[src/rtl/apb_keypad_scanner.sv]
// APB-attached matrix keypad scanner: row-by-row drive, per-key debounce,
// press/release event FIFO with overflow flag and level interrupt.
module apb_keypad_scanner #(
  parameter int ROWS       = 4,
  parameter int COLS       = 4,
  parameter int SCAN_DIV   = 1000,
  parameter int DEBOUNCE   = 3,
  parameter int FIFO_DEPTH = 8
) (
  input  logic            clk,
  input  logic            rst,
  input  logic            PSEL,
  input  logic            PENABLE,
  input  logic            PWRITE,
  input  logic [3:0]      PADDR,
  input  logic [31:0]     PWDATA,
  output logic [31:0]     PRDATA,
  output logic            PREADY,
  output logic            PSLVERR,
  input  logic [COLS-1:0] col_in,
  output logic [ROWS-1:0] row,
  output logic            irq
);

  localparam int NKEYS       = ROWS * COLS;
  localparam int RW          = (ROWS > 1) ? $clog2(ROWS) : 1;
  localparam int CW          = $clog2(SCAN_DIV);
  localparam int PW          = $clog2(FIFO_DEPTH);
  localparam int SETTLE_LAST = SCAN_DIV - COLS - 2;

  typedef enum logic [1:0] {S_IDLE, S_SETTLE, S_SAMPLE, S_PROC} state_e;

  state_e          state_q, state_d;
  logic [RW-1:0]   row_idx_q, row_idx_d;
  logic [CW-1:0]   cnt_q, cnt_d;
  logic [COLS-1:0] snap_q, snap_d;
  logic [NKEYS-1:0] keys_q, keys_d;
  logic [3:0]      deb_q [NKEYS];
  logic [3:0]      deb_d [NKEYS];
  logic [1:0]      ctrl_q, ctrl_d;
  logic [4:0]      fifo_q [FIFO_DEPTH];
  logic [4:0]      fifo_d [FIFO_DEPTH];
  logic [PW-1:0]   wr_ptr_q, wr_ptr_d, rd_ptr_q, rd_ptr_d;
  logic [PW:0]     count_q, count_d;
  logic            ovf_q, ovf_d;
  logic            irq_q, irq_d;

  logic        wr_ctrl, wr_isr, rd_evt;
  logic        fifo_empty, fifo_full, pop, push, do_push;
  logic [4:0]  push_data, head;
  logic        unused_pwdata;

  assign PREADY        = 1'b1;
  assign PSLVERR       = 1'b0;
  assign irq           = irq_q;
  assign unused_pwdata = ^PWDATA[31:2];

  assign wr_ctrl    = PSEL & PENABLE & PWRITE & (PADDR == 4'h8);
  assign wr_isr     = PSEL & PENABLE & PWRITE & (PADDR == 4'hC);
  assign rd_evt     = PSEL & PENABLE & ~PWRITE & (PADDR == 4'h4);
  assign fifo_empty = (count_q == '0);
  assign fifo_full  = (count_q == (PW+1)'(FIFO_DEPTH));
  assign pop        = rd_evt & ~fifo_empty;
  assign head       = fifo_q[rd_ptr_q];

  always_comb begin
    row = '1;
    if (state_q != S_IDLE) begin
      for (int unsigned r = 0; r < ROWS; r++) begin
        if (row_idx_q == RW'(r)) row[r] = 1'b0;
      end
    end
  end

  always_comb begin
    PRDATA = '0;
    if (PSEL) begin
      unique case (PADDR)
        4'h0: PRDATA[NKEYS-1:0] = keys_q;
        4'h4: if (!fifo_empty) PRDATA[8:0] = {1'b1, head[4], 3'b000, head[3:0]};
        4'h8: PRDATA[1:0] = ctrl_q;
        4'hC: PRDATA[1:0] = {ovf_q, ~fifo_empty};
        default: PRDATA = '0;
      endcase
    end
  end

  // Scan FSM and debounce; a disable written this cycle takes precedence
  // over processing so nothing is pushed on the way into IDLE.
  always_comb begin
    state_d   = state_q;
    row_idx_d = row_idx_q;
    cnt_d     = cnt_q;
    snap_d    = snap_q;
    keys_d    = keys_q;
    deb_d     = deb_q;
    push      = 1'b0;
    push_data = '0;
    ctrl_d    = wr_ctrl ? PWDATA[1:0] : ctrl_q;

    if (!ctrl_d[0]) begin
      state_d   = S_IDLE;
      row_idx_d = '0;
      cnt_d     = '0;
      for (int unsigned k = 0; k < NKEYS; k++) deb_d[k] = '0;
    end else begin
      unique case (state_q)
        S_IDLE: begin
          state_d   = S_SETTLE;
          row_idx_d = '0;
          cnt_d     = '0;
        end
        S_SETTLE: begin
          if (cnt_q == CW'(SETTLE_LAST)) begin
            state_d = S_SAMPLE;
            cnt_d   = '0;
          end else begin
            cnt_d = cnt_q + CW'(1);
          end
        end
        S_SAMPLE: begin
          snap_d  = ~col_in;
          state_d = S_PROC;
          cnt_d   = '0;
        end
        S_PROC: begin
          for (int unsigned r = 0; r < ROWS; r++) begin
            for (int unsigned c = 0; c < COLS; c++) begin
              if (row_idx_q == RW'(r) && cnt_q == CW'(c)) begin
                if (snap_q[c] == keys_q[r*COLS+c]) begin
                  deb_d[r*COLS+c] = '0;
                end else if (deb_q[r*COLS+c] == 4'(DEBOUNCE - 1)) begin
                  keys_d[r*COLS+c] = ~keys_q[r*COLS+c];
                  deb_d[r*COLS+c]  = '0;
                  push             = 1'b1;
                  push_data        = {~keys_q[r*COLS+c], 4'(r*COLS+c)};
                end else begin
                  deb_d[r*COLS+c] = deb_q[r*COLS+c] + 4'd1;
                end
              end
            end
          end
          if (cnt_q == CW'(COLS - 1)) begin
            state_d   = S_SETTLE;
            cnt_d     = '0;
            row_idx_d = (row_idx_q == RW'(ROWS - 1)) ? '0 : row_idx_q + RW'(1);
          end else begin
            cnt_d = cnt_q + CW'(1);
          end
        end
        default: state_d = S_IDLE;
      endcase
    end
  end

  always_comb begin
    fifo_d   = fifo_q;
    wr_ptr_d = wr_ptr_q;
    rd_ptr_d = rd_ptr_q;
    count_d  = count_q;
    // A pop in the same cycle frees the slot, so a full FIFO still accepts.
    do_push  = push & (~fifo_full | pop);
    if (do_push) begin
      fifo_d[wr_ptr_q] = push_data;
      wr_ptr_d         = wr_ptr_q + PW'(1);
    end
    if (pop) rd_ptr_d = rd_ptr_q + PW'(1);
    unique case ({do_push, pop})
      2'b10:   count_d = count_q + (PW+1)'(1);
      2'b01:   count_d = count_q - (PW+1)'(1);
      default: count_d = count_q;
    endcase
    ovf_d = ovf_q;
    if (wr_isr && PWDATA[1]) ovf_d = 1'b0;
    if (push && fifo_full && !pop) ovf_d = 1'b1;
    irq_d = ctrl_q[1] & (~fifo_empty | ovf_q);
  end

  always_ff @(posedge clk) begin
    if (rst) begin
      state_q   <= S_IDLE;
      row_idx_q <= '0;
      cnt_q     <= '0;
      snap_q    <= '0;
      keys_q    <= '0;
      for (int unsigned k = 0; k < NKEYS; k++) deb_q[k] <= '0;
      ctrl_q    <= '0;
      for (int unsigned i = 0; i < FIFO_DEPTH; i++) fifo_q[i] <= '0;
      wr_ptr_q  <= '0;
      rd_ptr_q  <= '0;
      count_q   <= '0;
      ovf_q     <= 1'b0;
      irq_q     <= 1'b0;
    end else begin
      state_q   <= state_d;
      row_idx_q <= row_idx_d;
      cnt_q     <= cnt_d;
      snap_q    <= snap_d;
      keys_q    <= keys_d;
      deb_q     <= deb_d;
      ctrl_q    <= ctrl_d;
      fifo_q    <= fifo_d;
      wr_ptr_q  <= wr_ptr_d;
      rd_ptr_q  <= rd_ptr_d;
      count_q   <= count_d;
      ovf_q     <= ovf_d;
      irq_q     <= irq_d;
    end
  end

endmodule

[config.mk]
export PLATFORM = sky130hd
export DESIGN_NAME = apb_keypad_scanner
export DESIGN_NICKNAME = d
export VERILOG_FILES = /design/src/rtl/apb_keypad_scanner.sv
export SDC_FILE = /design/constraint.sdc
export NUM_CORES = 1
export LEC_CHECK = 0
export CAP_MARGIN = 10
export CORE_MARGIN = 2
export CORE_UTILIZATION = 56
export CTS_CLUSTER_SIZE = 10
export DETAILED_ROUTE_END_ITERATION = 8
export GPL_ROUTABILITY_DRIVEN = 0
export PLACE_DENSITY = 0.78
export SLEW_MARGIN = 20
export SYNTH_ARGS = -nofsm -noshare
export SYNTH_HDL_FRONTEND = slang
export SYNTH_SLANG_ARGS = --single-unit
export TNS_END_PERCENT = 100
[constraint.sdc]
create_clock -name clk -period 5.9 [get_ports clk]
set_input_delay 0.59 -clock clk [delete_from_list [all_inputs] [get_ports clk]]
set_output_delay 0.59 -clock clk [all_outputs]
set_load 0.01 [all_outputs]
==> metrics.txt <==
worst vdd ir=0.200 mV; core box area=between 15,000 and 20,000 um^2; FILL cells=roughly 1,300; Initial Util=0.578; routed len/inst=between 15 and 20 um; measured slew at the worst slew-check pin=0.790 ns; Area contributors post-synth=dfxtp_1, nor2_1, ha_1; origin of the worst min-delay path=fifo_q[36]$_SDFFE_PP0P_; Num CTS Buffers=17; GRT Util Overall=0.241; final WL=19.8 mm; initial antenna violation count=0; Final Max Slew Viols=0; Crit path buffers/inverters=3; num ports=84; Synth Area in XOR/XNOR=0.0643; critical path class=reg2reg; crit path DAT=4.34 ns; worst hold path depth=2; Synth Area per Inst=roughly 8.4 um^2; crit end category=register; status=finished, final reports clean; Rel. slew slack=0.473; global-route wire length before repair=around 32 mm; Horiz. Die Dim=130 um; unrepaired setup endpoints after global routing=false; critical path fanouts, max=25; layout net count=1,152; clk root buf=clkbuf_16; commonest cells after routing, fill and taps aside=nor2_1, dfxtp_1, a21oi_1, nand2_1, ha_1; post-route minimum period=4.00 ns; Die H=130 um; Max clock buf depth=2; critical path launch point type=register; Worst Setup EP=count_q[3]$_SDFFE_PP0P_; Slowest cell on crit path=ha_1; max cap viols=0; post-CTS setup buffers=0; commonest non-fill, non-tap cell in the layout=nor2_1; n_diodes=0; clock skew=0.0108 ns; worst r2r src=cnt_q[0]$_SDFF_PP0_; clk_lat worst skew=0.43 ns; TritonRoute pass-1 iters=5; # hold bufs at CTS=0; Post-Syn Area=8850 um^2; leading area contributor after synthesis=dfxtp_1; yosys warns=0; Post-CTS Resized=0; Placed Area=9190 um^2; CTS tree=done; die area=16,800 um^2; proportion of synthesized area in mux cells=0.0743; HPWL Detailed=about 14 mm; Reg clk slew, reported paths=around 0.06 ns; Synth async-reset ratio=0; Crit path depth=16; Synth Flop Type=dfxtp_1; CP top delay family=compound AO/OA/AOI/OAI gates; vias in the first global route=approximately 6,600; register-to-register setup slack=roughly 1.9 ns; post-synthesis register bit count=152; Synth top area share=0.344; ANT nets after route=0; EDFF count, synth=0; largest family of logic cells by synthesized area=simple AND/OR/NAND/NOR gates; share of the yosys chip area belonging to registers=0.344; vias per inst=5.69; First DRT Iteration DRCs=453; share of layout cells above drive strength 1=0.0776; Final Hold Fails=0; GRT overflow=0; CP Launch Point=cnt_q[0]$_SDFF_PP0_; # setup viols final=0; Cell Pwr Density=roughly 210 nW/um^2; CP Cell Sequence=inv_1 > ha_1 > and2_2 > nand4_1 > a21oi_1 > nor2_1 > a31oi_4 > buf_4 > nor2_1 > ha_1 > a21o_1 > a21oi_1 > inv_1 > nor3_1 > a311oi_1 > a211oi_1; Layout area overhead=10.0%; simple-gate share of the synthesized area=0.277; Mapped Cells=1,049; htree depth=4; setup tns final=0 ns; routed vias=about 7,300; compound-gate portion of the synthesized area=0.109; worst reg2reg path endpoint=count_q[3]$_SDFFE_PP0P_; Post-Synth Adder-Cell Area=0.0715; reg2reg path depth=16; DRC viols=0; Port Buffers=35; worst min path class=reg2reg; row count=45; Clock Sinks=about 150; Cell variety after synth=81; Tcrit/Tclk final=0.677; Finished Cell Area=9740 um^2; largest net degree at the start of global routing=77; Highest Clock Rate=approximately 250 MHz; crit-path max cell delay=around 0.54 ns; Critical Path RT=6.24 ns; Leak=about 0.0036 uW
## kinds of logic after synthesis
logic type      count (synthesis)
other cells                     2
buf+inv                       110
xor+xnor                       65
mux                            53
flops                         152
simple gates                  465
compound gates                152
fa+ha+maj                      50
## per-layer routing
layer	track usage	share of wire	up-vias
met4	0.0993	0.027	0
met1	0.330	0.48	3446
li1	-	-	3628
met2	0.379	0.45	185
met3	0.0426	0.049	35
met5	0	0	-
## how the worst min path moves through the flow
stage / endpoint / slack, ns
global placement: fifo_q[36]$_SDFFE_PP0P_ / 0.46
finish: fifo_q[36]$_SDFFE_PP0P_ / 0.48
detailed placement: fifo_q[36]$_SDFFE_PP0P_ / 0.47
CTS: fifo_q[36]$_SDFFE_PP0P_ / 0.48
global route: fifo_q[1]$_SDFFE_PP0P_ / 0.51
floorplan: fifo_q[36]$_SDFFE_PP0P_ / 0.45
## area by class of cell
class | instances | area (um^2) | share of cell area
Multi-Input combinational cell | 803 | 5340 | 0.548
Sequential cell | 152 | 3040 | 0.312
Clock buffer | 20 | 447 | 0.0459
Timing Repair Buffer | 39 | 375 | 0.0385
Tap cell | 211 | 264 | 0.0271
Inverter | 44 | 165 | 0.0170
Clock inverter | 12 | 104 | 0.0107
## worst reg2reg max path, delay by kind of cell (launching register included)
kind / cells / cell delay [ns]
and+or+nand+nor: 5 / 1.05
buffers and inverters: 3 / 0.52
AOI/OAI and AO/OA: 6 / 1.17
DFF: 1 / 0.36
adders and majority gates: 2 / 0.83
## synth_stat cells (16+ instances only)
cell type and instances:
nor2_1 188, clkbuf_1 27, xnor2_1 31, inv_1 41
dfxtp_1 152, ha_1 49, and3_1 16, nand3_1 46
nor3_1 24, nand4_1 20, a21oi_1 62, mux2i_1 41
o21ai_0 41, xor2_1 34, buf_4 18, nand2_1 51
## flip-flops by register name (all words and copies together), names as in the netlist
| name | flops |
|---|---|
| row_idx_q | 2 |
| state_q | 2 |
| ctrl_q | 2 |
| count_q | 4 |
| cnt_q | 10 |
| snap_q | 4 |
| fifo_q | 40 |
| rd_ptr_q | 3 |
| keys_q | 16 |
| irq | 1 |
| wr_ptr_q | 3 |
| ovf_q | 1 |
| deb_q | 64 |
## metrics by stage
stage | util | hold slack [ns] | cells | setup WS [ns] | total power, uW
4_1_cts | 0.636 | 0.483 | 1281 | 2.00 | 2090
3_3_place_gp | 0.600 | 0.457 | 1249 | 1.96 | 1080
2_1_floorplan | - | 0.446 | 1065 | 2.61 | 1080
3_5_place_dp | 0.600 | 0.475 | 1249 | 1.89 | 1080
6_report | 0.636 | 0.482 | 1281 | 1.90 | 2090
5_1_grt | 0.636 | 0.508 | 1281 | 1.65 | 2140
## power breakdown
part           leakage (uW)  internal, uW  switching (uW)
combinational       0.00208          10.6            20.5
sequential          0.00122          1030          0.0813
clock              0.000266           588             440
total               0.00357          1630             460
(Power assumes the default switching activity.)
